**config.mk**
```make
export PLATFORM = sky130hd
export DESIGN_NAME = bitrev_dma
export DESIGN_NICKNAME = d
export VERILOG_FILES = /design/src/rtl/bitrev_dma_pkg.sv /design/src/rtl/bit_rev.sv /design/src/rtl/bitrev_dma.sv
export SDC_FILE = /design/constraint.sdc
export NUM_CORES = 1
export LEC_CHECK = 0
export CAP_MARGIN = 20
export CORE_MARGIN = 8
export CORE_UTILIZATION = 53
export DETAILED_ROUTE_END_ITERATION = 10
export PLACE_DENSITY = 0.86
export SYNTH_ARGS = -nofsm -noshare
export SYNTH_HDL_FRONTEND = slang
export SYNTH_SLANG_ARGS = --single-unit
```
**constraint.sdc**
```tcl
create_clock -name clk -period 6.1 [get_ports clk]
set_input_delay 1.22 -clock clk [delete_from_list [all_inputs] [get_ports clk]]
set_output_delay 1.22 -clock clk [all_outputs]
set_load 0.01 [all_outputs]
```
**src/rtl/bitrev_dma_pkg.sv**
```systemverilog
// bitrev_dma_pkg: shared FSM encodings and buffer-length helper for the bit-reverse DMA
package bitrev_dma_pkg;
  localparam logic [1:0] S_IDLE  = 2'd0;
  localparam logic [1:0] S_RUN   = 2'd1;
  localparam logic [1:0] S_DRAIN = 2'd2;
  function automatic int buf_len(input int fftsiz);
    return 1 << fftsiz;
  endfunction
endpackage

```
**src/rtl/bit_rev.sv**
```systemverilog
// bit_rev: combinational reversal of an FFTSIZ-bit index, shared with the core's relative-address path
module bit_rev #(
  parameter int FFTSIZ = 3
) (
  input  logic [FFTSIZ-1:0] idx_i,
  output logic [FFTSIZ-1:0] rev_o
);
  for (genvar g = 0; g < FFTSIZ; g++) begin : g_rev
    assign rev_o[g] = idx_i[FFTSIZ-1-g];
  end
endmodule

```
**src/rtl/bitrev_dma.sv**
```systemverilog
// bitrev_dma: copies an N-word buffer, reading in bit-reversed (or linear) order and writing in natural order
module bitrev_dma
  import bitrev_dma_pkg::*;
#(
  parameter int MDATAW = 8,
  parameter int DATAW  = 16,
  parameter int FFTSIZ = 3
) (
  input  logic              clk,
  input  logic              rst,
  input  logic              start,
  input  logic              rev,
  input  logic [MDATAW-1:0] src_base,
  input  logic [MDATAW-1:0] dst_base,
  input  logic              hold,
  output logic              busy,
  output logic              done,
  output logic              mem_rd_en,
  output logic [MDATAW-1:0] mem_rd_addr,
  input  logic [DATAW-1:0]  mem_rd_data,
  output logic              mem_wr_en,
  output logic [MDATAW-1:0] mem_wr_addr,
  output logic [DATAW-1:0]  mem_wr_data
);
  // one extra index bit so that reaching N is visible even when FFTSIZ == MDATAW
  localparam int IW = FFTSIZ + 1;
  localparam logic [IW-1:0] N    = IW'(buf_len(FFTSIZ));
  localparam logic [IW-1:0] LAST = N - 1'b1;

  logic [1:0]        state_q, state_d;
  logic              rev_q, rev_d;
  logic [MDATAW-1:0] src_q, src_d, dst_q, dst_d;
  logic [IW-1:0]     rd_idx_q, rd_idx_d, wr_idx_q, wr_idx_d;
  logic              flag_q, flag_d;
  logic              busy_q, busy_d, done_q, done_d;
  logic              rd_en_q, rd_en_d, wr_en_q, wr_en_d;
  logic [MDATAW-1:0] rd_addr_q, rd_addr_d, wr_addr_q, wr_addr_d;
  logic [DATAW-1:0]  wr_data_q, wr_data_d;
  logic [FFTSIZ-1:0] rev_idx;
  logic [MDATAW-1:0] rd_off;

  bit_rev #(.FFTSIZ(FFTSIZ)) u_bit_rev (
    .idx_i(rd_idx_q[FFTSIZ-1:0]),
    .rev_o(rev_idx)
  );

  assign rd_off = MDATAW'(rev_q ? rev_idx : rd_idx_q[FFTSIZ-1:0]);

  // next state: read issue per FSM state, write pipeline runs one cycle behind returned read data
  always_comb begin
    state_d   = state_q;
    rev_d     = rev_q;
    src_d     = src_q;
    dst_d     = dst_q;
    rd_idx_d  = rd_idx_q;
    busy_d    = busy_q;
    done_d    = 1'b0;
    rd_en_d   = 1'b0;
    rd_addr_d = rd_addr_q;
    flag_d    = rd_en_q;
    wr_en_d   = flag_q;
    wr_addr_d = flag_q ? dst_q + MDATAW'(wr_idx_q) : wr_addr_q;
    wr_data_d = flag_q ? mem_rd_data : wr_data_q;
    wr_idx_d  = wr_idx_q + {{FFTSIZ{1'b0}}, flag_q};
    if (state_q == S_IDLE && start) begin
      rev_d     = rev;
      src_d     = src_base;
      dst_d     = dst_base;
      busy_d    = 1'b1;
      state_d   = S_RUN;
      rd_en_d   = ~hold;
      rd_addr_d = src_base;
      rd_idx_d  = {{FFTSIZ{1'b0}}, ~hold};
      wr_idx_d  = '0;
    end else if (state_q == S_RUN && !hold) begin
      rd_en_d   = 1'b1;
      rd_addr_d = src_q + rd_off;
      rd_idx_d  = rd_idx_q + 1'b1;
      state_d   = rd_idx_q == LAST ? S_DRAIN : S_RUN;
    end else if (state_q == S_DRAIN && wr_idx_q == N) begin
      busy_d  = 1'b0;
      done_d  = 1'b1;
      state_d = S_IDLE;
    end
  end

  // state and registered outputs, cleared asynchronously so an in-flight read is dropped
  always_ff @(posedge clk or posedge rst) begin
    if (rst) begin
      state_q   <= S_IDLE;
      rev_q     <= 1'b0;
      src_q     <= '0;
      dst_q     <= '0;
      rd_idx_q  <= '0;
      wr_idx_q  <= '0;
      flag_q    <= 1'b0;
      busy_q    <= 1'b0;
      done_q    <= 1'b0;
      rd_en_q   <= 1'b0;
      rd_addr_q <= '0;
      wr_en_q   <= 1'b0;
      wr_addr_q <= '0;
      wr_data_q <= '0;
    end else begin
      state_q   <= state_d;
      rev_q     <= rev_d;
      src_q     <= src_d;
      dst_q     <= dst_d;
      rd_idx_q  <= rd_idx_d;
      wr_idx_q  <= wr_idx_d;
      flag_q    <= flag_d;
      busy_q    <= busy_d;
      done_q    <= done_d;
      rd_en_q   <= rd_en_d;
      rd_addr_q <= rd_addr_d;
      wr_en_q   <= wr_en_d;
      wr_addr_q <= wr_addr_d;
      wr_data_q <= wr_data_d;
    end
  end

  assign busy        = busy_q;
  assign done        = done_q;
  assign mem_rd_en   = rd_en_q;
  assign mem_rd_addr = rd_addr_q;
  assign mem_wr_en   = wr_en_q;
  assign mem_wr_addr = wr_addr_q;
  assign mem_wr_data = wr_data_q;
endmodule

```
# Yosys cells after proc, flatten, opt, wreduce, memory -nomap -nowiden
# Cells that the tools add are included.
# word_totals
latchBits	0
ramBits	0
output_inout_bits	36
n_memories	0
reg_bits	64
romBits	0
# classes
mul	0
n_div	0
addsub	4
n_eq_ne	5
mux	18
reduce_logical	9
n_shift	0
order_cmp	0
n_bitwise	1
# op_table
op	n
$mux 8	2
$mux 4	3
$add 8x3->8	1
$add 8x4->8	1
$mux 1	8
$mux 2	4
$add 4x1->4	1
$add 4x1->4 const B	1
$eq 4x3->1 const B	1
$eq 4x4->1 const B	1
$reduce_bool 2->1	2
$logic_and 1x1->1	3
$mux 3	1
$reduce_bool 3->1	1
$eq 2x1->1 const B	1
$eq 2x2->1 const B	1
$logic_not 2->1	1
$ne 2x2->1 const B	1
$reduce_and 2->1	1
$logic_not 1->1	1
$not 1->1	1

# Longest topological paths before layout
# Gate-level depths: netlist of run 1.
# logic_depth
depth_word	5
ltp_mapped	8
ltp_nobuf	8

# By module
# Synthesis of run 1 repeated with hierarchy kept, for this count alone.
# hier_totals
cells_unflattened	279
hier_area_um2	2984.1
# by_module_without_submodules
mod	n_inst	cells_each	area_each_um2
bitrev_dma	1	276	2961.6
bit_rev	1	3	22.5

# Worst setup path after synthesis of run 1
# No wires, ideal clock.
# synth_path
kind	input to register
from	in start
to	reg rd_addr_q[4] (netlist: mem_rd_addr[4])
setup_time_ns	0.145
slack_ns	4.005
cell_stages	4
arrival_time_ns	1.950
cell_sequence	or3b_1 -> buf_2 -> o22ai_1 -> a21oi_1
# synth_between
elab_chain_len	2
# synth_rtl
element	line_no	text
start: declaration	bitrev_dma.sv:11	input logic start,
$logic_and 1x1->1 (*)	bitrev_dma.sv:65	if (state_q == S_IDLE && start) begin
$mux 8 or $reduce_bool 2->1 (tied branches)	--	
end signal: assignment	bitrev_dma.sv:115	rd_addr_q <= rd_addr_d;
end: declaration	bitrev_dma.sv:37	logic [MDATAW-1:0] rd_addr_q, rd_addr_d, wr_addr_q, wr_addr_d;
# Every way passes the cells marked *; elsewhere a longest branch is shown, timed or not.
# A chain may end at the register's enable or synchronous reset.

# Final worst setup path of run 1
# Same ends and word-level chain as after synthesis.

==> results of run 1 <==
[metal layers]
layer | share of wire | global-route usage | vias up
li1 | - | - | 1080
met1 | 0.42 | 0.2088 | 1120
met2 | 0.49 | 0.2734 | 78
met3 | 0.084 | 0.04821 | 7
met4 | 0.010 | 0.07767 | 0
met5 | 0 | 0 | -
[worst max-delay path by stage]
stage	cells after the start	startpoint	endpoint	slack [ps]
2_1_floorplan	1	rst	busy	3280
3_3_place_gp	5	start	mem_rd_addr[4]	3200
3_5_place_dp	5	start	mem_rd_addr[4]	3070
4_1_cts	5	start	mem_rd_addr[4]	3440
5_1_grt	5	start	mem_rd_addr[6]	3270
6_report	5	start	mem_rd_addr[4]	3410
[synth_stat cells (2+ instances only)]
cell type	number	area [um^2]
and2_1	2	12.51
or3b_1	2	17.52
a21oi_1	8	40.04
a211oi_1	3	22.52
o21ai_0	13	65.06
buf_6	2	22.52
xor2_1	6	52.55
nor2b_1	4	25.02
fa_1	2	40.04
or3_1	2	12.51
o22ai_1	4	25.02
xnor2_1	5	43.79
nand3_1	3	15.01
nor3_1	2	10.01
a31oi_1	2	12.51
nor2_1	16	60.06
dfrtp_1	64	1602
mux2_2	20	225.2
nor3b_1	2	15.01
nand2_1	57	214.0
buf_1	3	11.26
buf_2	4	20.02
mux2i_1	2	20.02
ha_1	10	125.1
inv_1	12	45.04
[report_power, final]
| group | total (W) | switching, W | internal [W] |
|---|---|---|---|
| logic | 0.000913 | 0.000413 | 0.000500 |
| clock network | 0.000378 | 0.000159 | 0.000219 |
| registers | 0.000790 | 0.000164 | 0.000627 |
| total | 0.00208 | 0.000735 | 0.00135 |
[state kept, by name, summed over array words and instances, names as in the netlist, 2 cells and up]
name / count
mem_wr_addr: 8
src_q: 8
mem_wr_data: 16
wr_idx_q: 4
rd_idx_q: 4
mem_rd_addr: 8
dst_q: 8
state_q: 2
[through the flow]
| stage | power (W) | setup slack (ps) | util | hold slack (ps) | std cells |
|---|---|---|---|---|---|
| 2_1_floorplan | 0.001314 | 3282 | - | 416.0 | 273 |
| 3_3_place_gp | 0.001646 | 3199 | 0.6819 | 362.0 | 408 |
| 3_5_place_dp | 0.001698 | 3072 | 0.6819 | 362.1 | 408 |
| 4_1_cts | 0.002083 | 3443 | 0.7196 | 378.4 | 423 |
| 5_1_grt | 0.002235 | 3269 | 0.7246 | 384.8 | 424 |
| 6_report | 0.002081 | 3407 | 0.7246 | 376.7 | 424 |
[layout make-up]
class                           count  area [um^2]
Timing Repair Buffer               75        763.2
Fill cell                         398         1498
Sequential cell                    64         1602
Tap cell                           72        90.09
Inverter                           12        45.04
Multi-Input combinational cell    186         1236
Clock buffer                       12        165.2
Clock inverter                      3        40.04
[logic make-up after synthesis]
kind of cell | synth area share
adder cells (fa/ha/maj) | 0.05612
flip-flops | 0.5442
multiplexers | 0.08333
XOR/XNOR | 0.03274
AND/OR/NAND/NOR | 0.1531
buffers and inverters | 0.03741
AO/OA/AOI/OAI | 0.09311
==> results_dict.tcl, run 1 <==
set metrics [dict create \
    synth_edf_count 0 \
    diodes 0 \
    vdd_ir_drop_max_uv 249.1 \
    wl_um 6794 \
    drv_slew 0 \
    setup-tns-final_ps 0 \
    fin_skew_ps 9.256 \
    ys_types 48 \
    antenna_left 0 \
    fp-row-count 27 \
    crit_fanout 22 \
    hold_path.class "flip-flop to flip-flop" \
    drive_gt1_frac 0.1307 \
    avgRoutedWirePerCell_um 16.02 \
    core_area_um2 5439 \
    cts.sinks 64 \
    syn-num-nets 322 \
    crit_path_cell_trace "clkdlybuf4s50_1, or3b_1, nand2_1, o22ai_1, a21oi_1" \
    fin_area_um2 3941 \
    arrival_ps 2940 \
    final_cell_mix "clkdlybuf4s50_1 (72), dfrtp_1 (64), nand2_1 (57)" \
    vias 2285 \
    root_buffer "clkbuf_8" \
    finalHoldViolations 0 \
    chipHeight_um 90.52 \
    cts_tree "built" \
    ios 73 \
    syn_area_um2 2943 \
    cts_resized 0 \
    rsz0062_at_grt "no" \
    cts_buffers 9 \
    clkTransAtPathRegs_ps 70 \
    critical_path_class "input pin to flip-flop" \
    power_density_nw_per_um2 527.9 \
    cp_top_family "simple AND/OR/NAND/NOR gates" \
    cts_max_level 3 \
    post-route-period-util 0.4415 \
    holdBufCountCts 0 \
    slew_headroom 0.4798 \
    post_cts_buffers 0 \
    grt_pass1_vias 2414 \
    hold_depth 0 \
    nets 397 \
    initial_core_util 0.5411 \
    grt.overflow.total 0 \
    cap_violations 0 \
    dieArea_um2 8193 \
    avgSynthCellArea_um2 10.78 \
    cp-end-kind "flip-flop" \
    drt-vias-per-instance 5.389 \
    timing.reg2reg.setup_slack_ps 3990 \
    period_needed_ps 2693 \
    postPlaceCellArea_um2 3709 \
    grt_first_pass_wirelength_um 11470 \
    crit_path_max_incr_delay_ps 690 \
    cts_buffer_depth 2 \
    path_buf_inv 1 \
    start_kind "input pin" \
    clk_latency_ps 330 \
    worst_ep_required_time_ps 6350 \
    r2r_cells 8 \
    dpl.hpwl_um 4796 \
    port_buffers 72 \
    grt_antenna_before_repair 0 \
    slowest_stage "or3b_1" \
    r2r-start "rev_q" \
    setup_viol 0 \
    p_leak_nw 1.764 \
    syn_inst 273 \
    grt_max_degree 65 \
    seq_area_frac_synth 0.5442 \
    status "complete, no violations" \
    yosys_register_bits 64 \
    fmax_mhz 371.3 \
    globalplace.congestion 0.9127 \
    first_pass_iters 4 \
    async_flop_share 1.000 \
    drc 0 \
    area_growth_pct 33.93 \
    final_common_cell "clkdlybuf4s50_1" \
    groute.usage.overall 0.1709 \
    tightest_slew_ps 780.3 \
    drt_iter0_drc 108 \
    ys_warn_count 0 \
    min_from "mem_rd_en" \
    hold_end "flag_q" \
    reg2reg_to "mem_rd_addr[6]" \
    die_w_um 90.52 \
    synth_ff_type "dfrtp_1" \
]
Note: power is estimated with default switching activity, not from simulation.
==> inputs of run 2 (changes only) <==
CORE_UTILIZATION = 44   (was 53)
PLACE_DENSITY = 0.76   (was 0.86)
clock period = 2.4 ns   (was 6.1 ns; I/O delays follow)
==> results_dict.tcl, run 2 (synthesis gave the netlist of run 1 again) <==
set metrics [dict create \
    fmax_mhz 494.3 \
    cp-end-kind "flip-flop" \
    setup_viol 0 \
    port_buffers 72 \
    fin_skew_ps 6.949 \
    cts_resized 0 \
    cts.sinks 64 \
    post-route-period-util 0.8430 \
    slew_headroom 0.7034 \
    grt_max_degree 65 \
    area_growth_pct 36.10 \
    holdBufCountCts 0 \
    min_from "mem_rd_en" \
    avgRoutedWirePerCell_um 14.66 \
    vdd_ir_drop_max_uv 697.7 \
    initial_core_util 0.4429 \
    timing.reg2reg.setup_slack_ps 380 \
    reg2reg_to "mem_rd_addr[6]" \
    dieArea_um2 9561 \
    nets 400 \
    cts_max_level 3 \
    clk_latency_ps 340 \
    grt_first_pass_wirelength_um 11310 \
    drv_slew 0 \
    final_cell_mix "clkdlybuf4s50_1 (72), dfrtp_1 (64), nand2_1 (57)" \
    antenna_left 0 \
    power_density_nw_per_um2 1344 \
    grt_pass1_vias 2350 \
    hold_path.class "flip-flop to flip-flop" \
    vias 2228 \
    crit_fanout 3 \
    root_buffer "clkbuf_8" \
    drc 0 \
    final_common_cell "clkdlybuf4s50_1" \
    tightest_slew_ps 442.2 \
    core_area_um2 6644 \
    drive_gt1_frac 0.1404 \
    largest_register_ff_count 16 \
    die_w_um 97.78 \
    chipHeight_um 97.78 \
    arrival_ps 2290 \
    critical_path_class "flip-flop to flip-flop" \
    groute.usage.overall 0.1463 \
    hold_depth 0 \
    cts_buffers 9 \
    globalplace.congestion 0.8283 \
    dpl.hpwl_um 4702 \
    p_leak_nw 1.788 \
    ios 73 \
    worst_ep_required_time_ps 2660 \
    fp-row-count 30 \
    drt-vias-per-instance 5.110 \
    fin_area_um2 4005 \
    hold_end "flag_q" \
    status "complete, no violations" \
    diodes 0 \
    grt.overflow.total 0 \
    wl_um 6393 \
    period_needed_ps 2023 \
    start_kind "flip-flop" \
    cts_buffer_depth 2 \
    grt_antenna_before_repair 0 \
    rsz0062_at_grt "no" \
    r2r-start "rev_q" \
    post_cts_buffers 0 \
    drt_iter0_drc 82 \
    clkTransAtPathRegs_ps 70 \
    postPlaceCellArea_um2 3761 \
    first_pass_iters 4 \
    r2r_cells 8 \
    finalHoldViolations 0 \
    cts_tree "built" \
    setup-tns-final_ps 0 \
    cap_violations 0 \
]
-- run 2: area by class of cell --
class	count	area, um^2
well taps	80	100.1
multi-input cells	186	1236
inverters	12	45.04
fillers	589	2639
clock inverters	7	120.1
repair buffers	78	778.2
clock buffers	9	123.9
flip-flops and latches	64	1602
-- run 2: worst max-delay path by stage --
| stage | to | depth (start not counted) | from | slack [ps] |
|---|---|---|---|---|
| floorplan | busy | 1 | rst | 320 |
| global placement | src_q[2] | 5 | start | 410 |
| detailed placement | mem_rd_addr[4] | 5 | start | 360 |
| CTS | mem_rd_addr[7] | 6 | rev_q | 390 |
| global route | mem_rd_addr[6] | 8 | rev_q | 190 |
| finish | mem_rd_addr[6] | 8 | rev_q | 380 |
-- run 2: power by group --
group	internal (W)	leakage, nW	switching [W]
Clock	0.000691	0.119	0.000426
Combinational	0.00126	0.893	0.00103
Sequential	0.00159	0.775	0.000388
-- run 2: worst max-delay path: stages (launching register included) --
cell and delay [ps]:
dfrtp_1 410, mux2_2 240, ha_1 150, inv_1 50, fa_1 380, nor2b_1 230
o2111ai_1 160, xor2_1 170, a21oi_1 150
-- run 2: through the flow --
step	worst slack, ps	utilization	hold slack, ps	std cells	power [W]
global placement	411.4	0.5661	363.9	420	0.004235
finish	376.8	0.6028	383.8	436	0.005383
CTS	390.9	0.6028	385.8	436	0.005462
floorplan	321.9	-	416.0	273	0.003339
detailed placement	362.9	0.5661	369.0	420	0.004305
global route	191.6	0.6028	392.1	436	0.005824
-- run 2: metal layers --
layer | track usage | wire (um) | vias up
li1 | - | - | 1086
met4 | 0.03597 | 61 | 0
met3 | 0.06117 | 371 | 9
met2 | 0.2330 | 2985 | 72
met5 | 0 | 0 | -
met1 | 0.1791 | 2974 | 1061
==> inputs of run 3 (changes only) <==
CORE_UTILIZATION = 49   (was 44)
PLACE_DENSITY = 0.81   (was 0.76)
clock period = 2.1 ns   (was 2.4 ns; I/O delays follow)
==> results_dict.tcl, run 3 (synthesis gave the netlist of run 1 again) <==
set metrics [dict create \
    status "complete, no violations" \
    hold_ws_ps 377.0 \
    critical_path_class "flip-flop to flip-flop" \
    diodes 0 \
    worst_slack_ps 129.4 \
    cap_violations 0 \
    fin_skew_ps 10.12 \
    cts.sinks 64 \
    swShare 0.3555 \
    port_buffers 72 \
    dpl.hpwl_um 5010 \
    arrival_ps 2230 \
    drc 0 \
    wl_um 6877 \
    period_needed_ps 1971 \
    power_density_nw_per_um2 1540 \
    grt_first_pass_wirelength_um 11440 \
    die_w_um 93.50 \
    post-route-period-util 0.9384 \
    fp-row-count 28 \
    chipHeight_um 93.50 \
    core_area_um2 5851 \
    grt.overflow.total 0 \
    largest_register_ff_count 16 \
    grt_pass1_vias 2386 \
    vias 2282 \
    fmax_mhz 507.5 \
    initial_core_util 0.5030 \
    grt_antenna_before_repair 0 \
    first_pass_iters 4 \
    crit_start "rev_q" \
    drv_slew 0 \
    groute.usage.overall 0.1651 \
    final_cell_mix "clkdlybuf4s50_1 (72), dfrtp_1 (64), nand2_1 (57)" \
    cts_resized 0 \
    cp-end-kind "flip-flop" \
    clk_latency_ps 340 \
    cts_buffers 9 \
    area_growth_pct 36.22 \
    cts_tree "built" \
    drive_gt1_frac 0.1500 \
    drt_iter0_drc 112 \
    nets 404 \
    combPwrFrac 0.444 \
    globalplace.congestion 0.8659 \
    setup_viol 0 \
    final_common_cell "clkdlybuf4s50_1" \
    p_seq_frac 0.368 \
    r2r-start "rev_q" \
    antenna_left 0 \
    crit_fanout 3 \
    avgRoutedWirePerCell_um 15.81 \
    grt_max_degree 65 \
    post_cts_buffers 0 \
    holdBufCountCts 0 \
    root_buffer "clkbuf_8" \
    p_leak_nw 1.795 \
    cts_buffer_depth 2 \
    start_kind "flip-flop" \
    tightest_slew_ps 399.5 \
    clkPwrFrac 0.189 \
    worst_ep_required_time_ps 2360 \
    min_from "mem_rd_en" \
    drt-vias-per-instance 5.246 \
    ios 73 \
    cts_max_level 3 \
    intPower_w 0.003979 \
    dieArea_um2 8741 \
    p_sw_w 0.002194 \
    pre_cts_ws_ps 71.30 \
    vdd_ir_drop_max_uv 756.4 \
    clkTransAtPathRegs_ps 70 \
    slew_headroom 0.7312 \
    finalHoldViolations 0 \
    hold_path.class "flip-flop to flip-flop" \
]
run 3: cell types whose count changed in the layout (fill, tap and decap cells not counted):
cell,delta
clkbuf_1,+1
clkinv_4,+1
bufinv_16,-1
nor2b_2,+1
clkinv_2,-1
nor2b_1,-1
buf_4,+4
run 3: layer usage:
layer / routed length (um) / global-route usage / share of wire
met4: 72 / 0.04832 / 0.010
met1: 2895 / 0.2029 / 0.42
met2: 3160 / 0.2644 / 0.46
met3: 748 / 0.06090 / 0.11
met5: 0 / 0 / 0
run 3: worst paths after layout:
kind,end,cells after the start,slack [ps]
max reg2reg,mem_rd_addr[6],8,130
min reg2reg,flag_q,0,380
min in group asynchronous,wr_idx_q[3],3,480
max,mem_rd_addr[6],8,130
max in group asynchronous,src_q[3],3,1360
min,flag_q,0,380
run 3: metrics by stage:
stage | setup TNS, ps | total power, W | area [um^2] | instances | util
2_1_floorplan | 0 | 0.003815 | 2943 | 273 | -
3_3_place_gp | 0 | 0.004878 | 3785 | 419 | 0.6469
4_1_cts | 0 | 0.006217 | 4006 | 435 | 0.6848
5_1_grt | -2.130 | 0.006612 | 4009 | 435 | 0.6852
6_report | 0 | 0.006173 | 4009 | 435 | 0.6852
3_5_place_dp | 0 | 0.005005 | 3785 | 419 | 0.6469
run 3: cell type report:
cell class / count / area (um^2)
repair buffers: 82 / 808.3
multi-input cells: 186 / 1239
fillers: 438 / 1842
flip-flops and latches: 64 / 1602
well taps: 75 / 93.84
inverters: 12 / 45.04
clock buffers: 10 / 127.6
clock inverters: 6 / 93.84
run 3: power by group through the flow:
stage                     combinational (W)  clock, W  sequential [W]
after floorplan                     0.00149         0         0.00233
after global placement              0.00262         0         0.00226
after detailed placement            0.00273         0         0.00227
after CTS                           0.00276   0.00120         0.00227
after global routing                0.00302   0.00125         0.00234
final                               0.00274   0.00116         0.00227
run 3: critical path, cell delays in order (launching register included):
cell       delay (ps)
dfrtp_1           410
mux2_2            240
ha_1              160
inv_1              60
fa_1              400
nor2b_2           180
o2111ai_1         130
xor2_1            170
a21oi_1           140
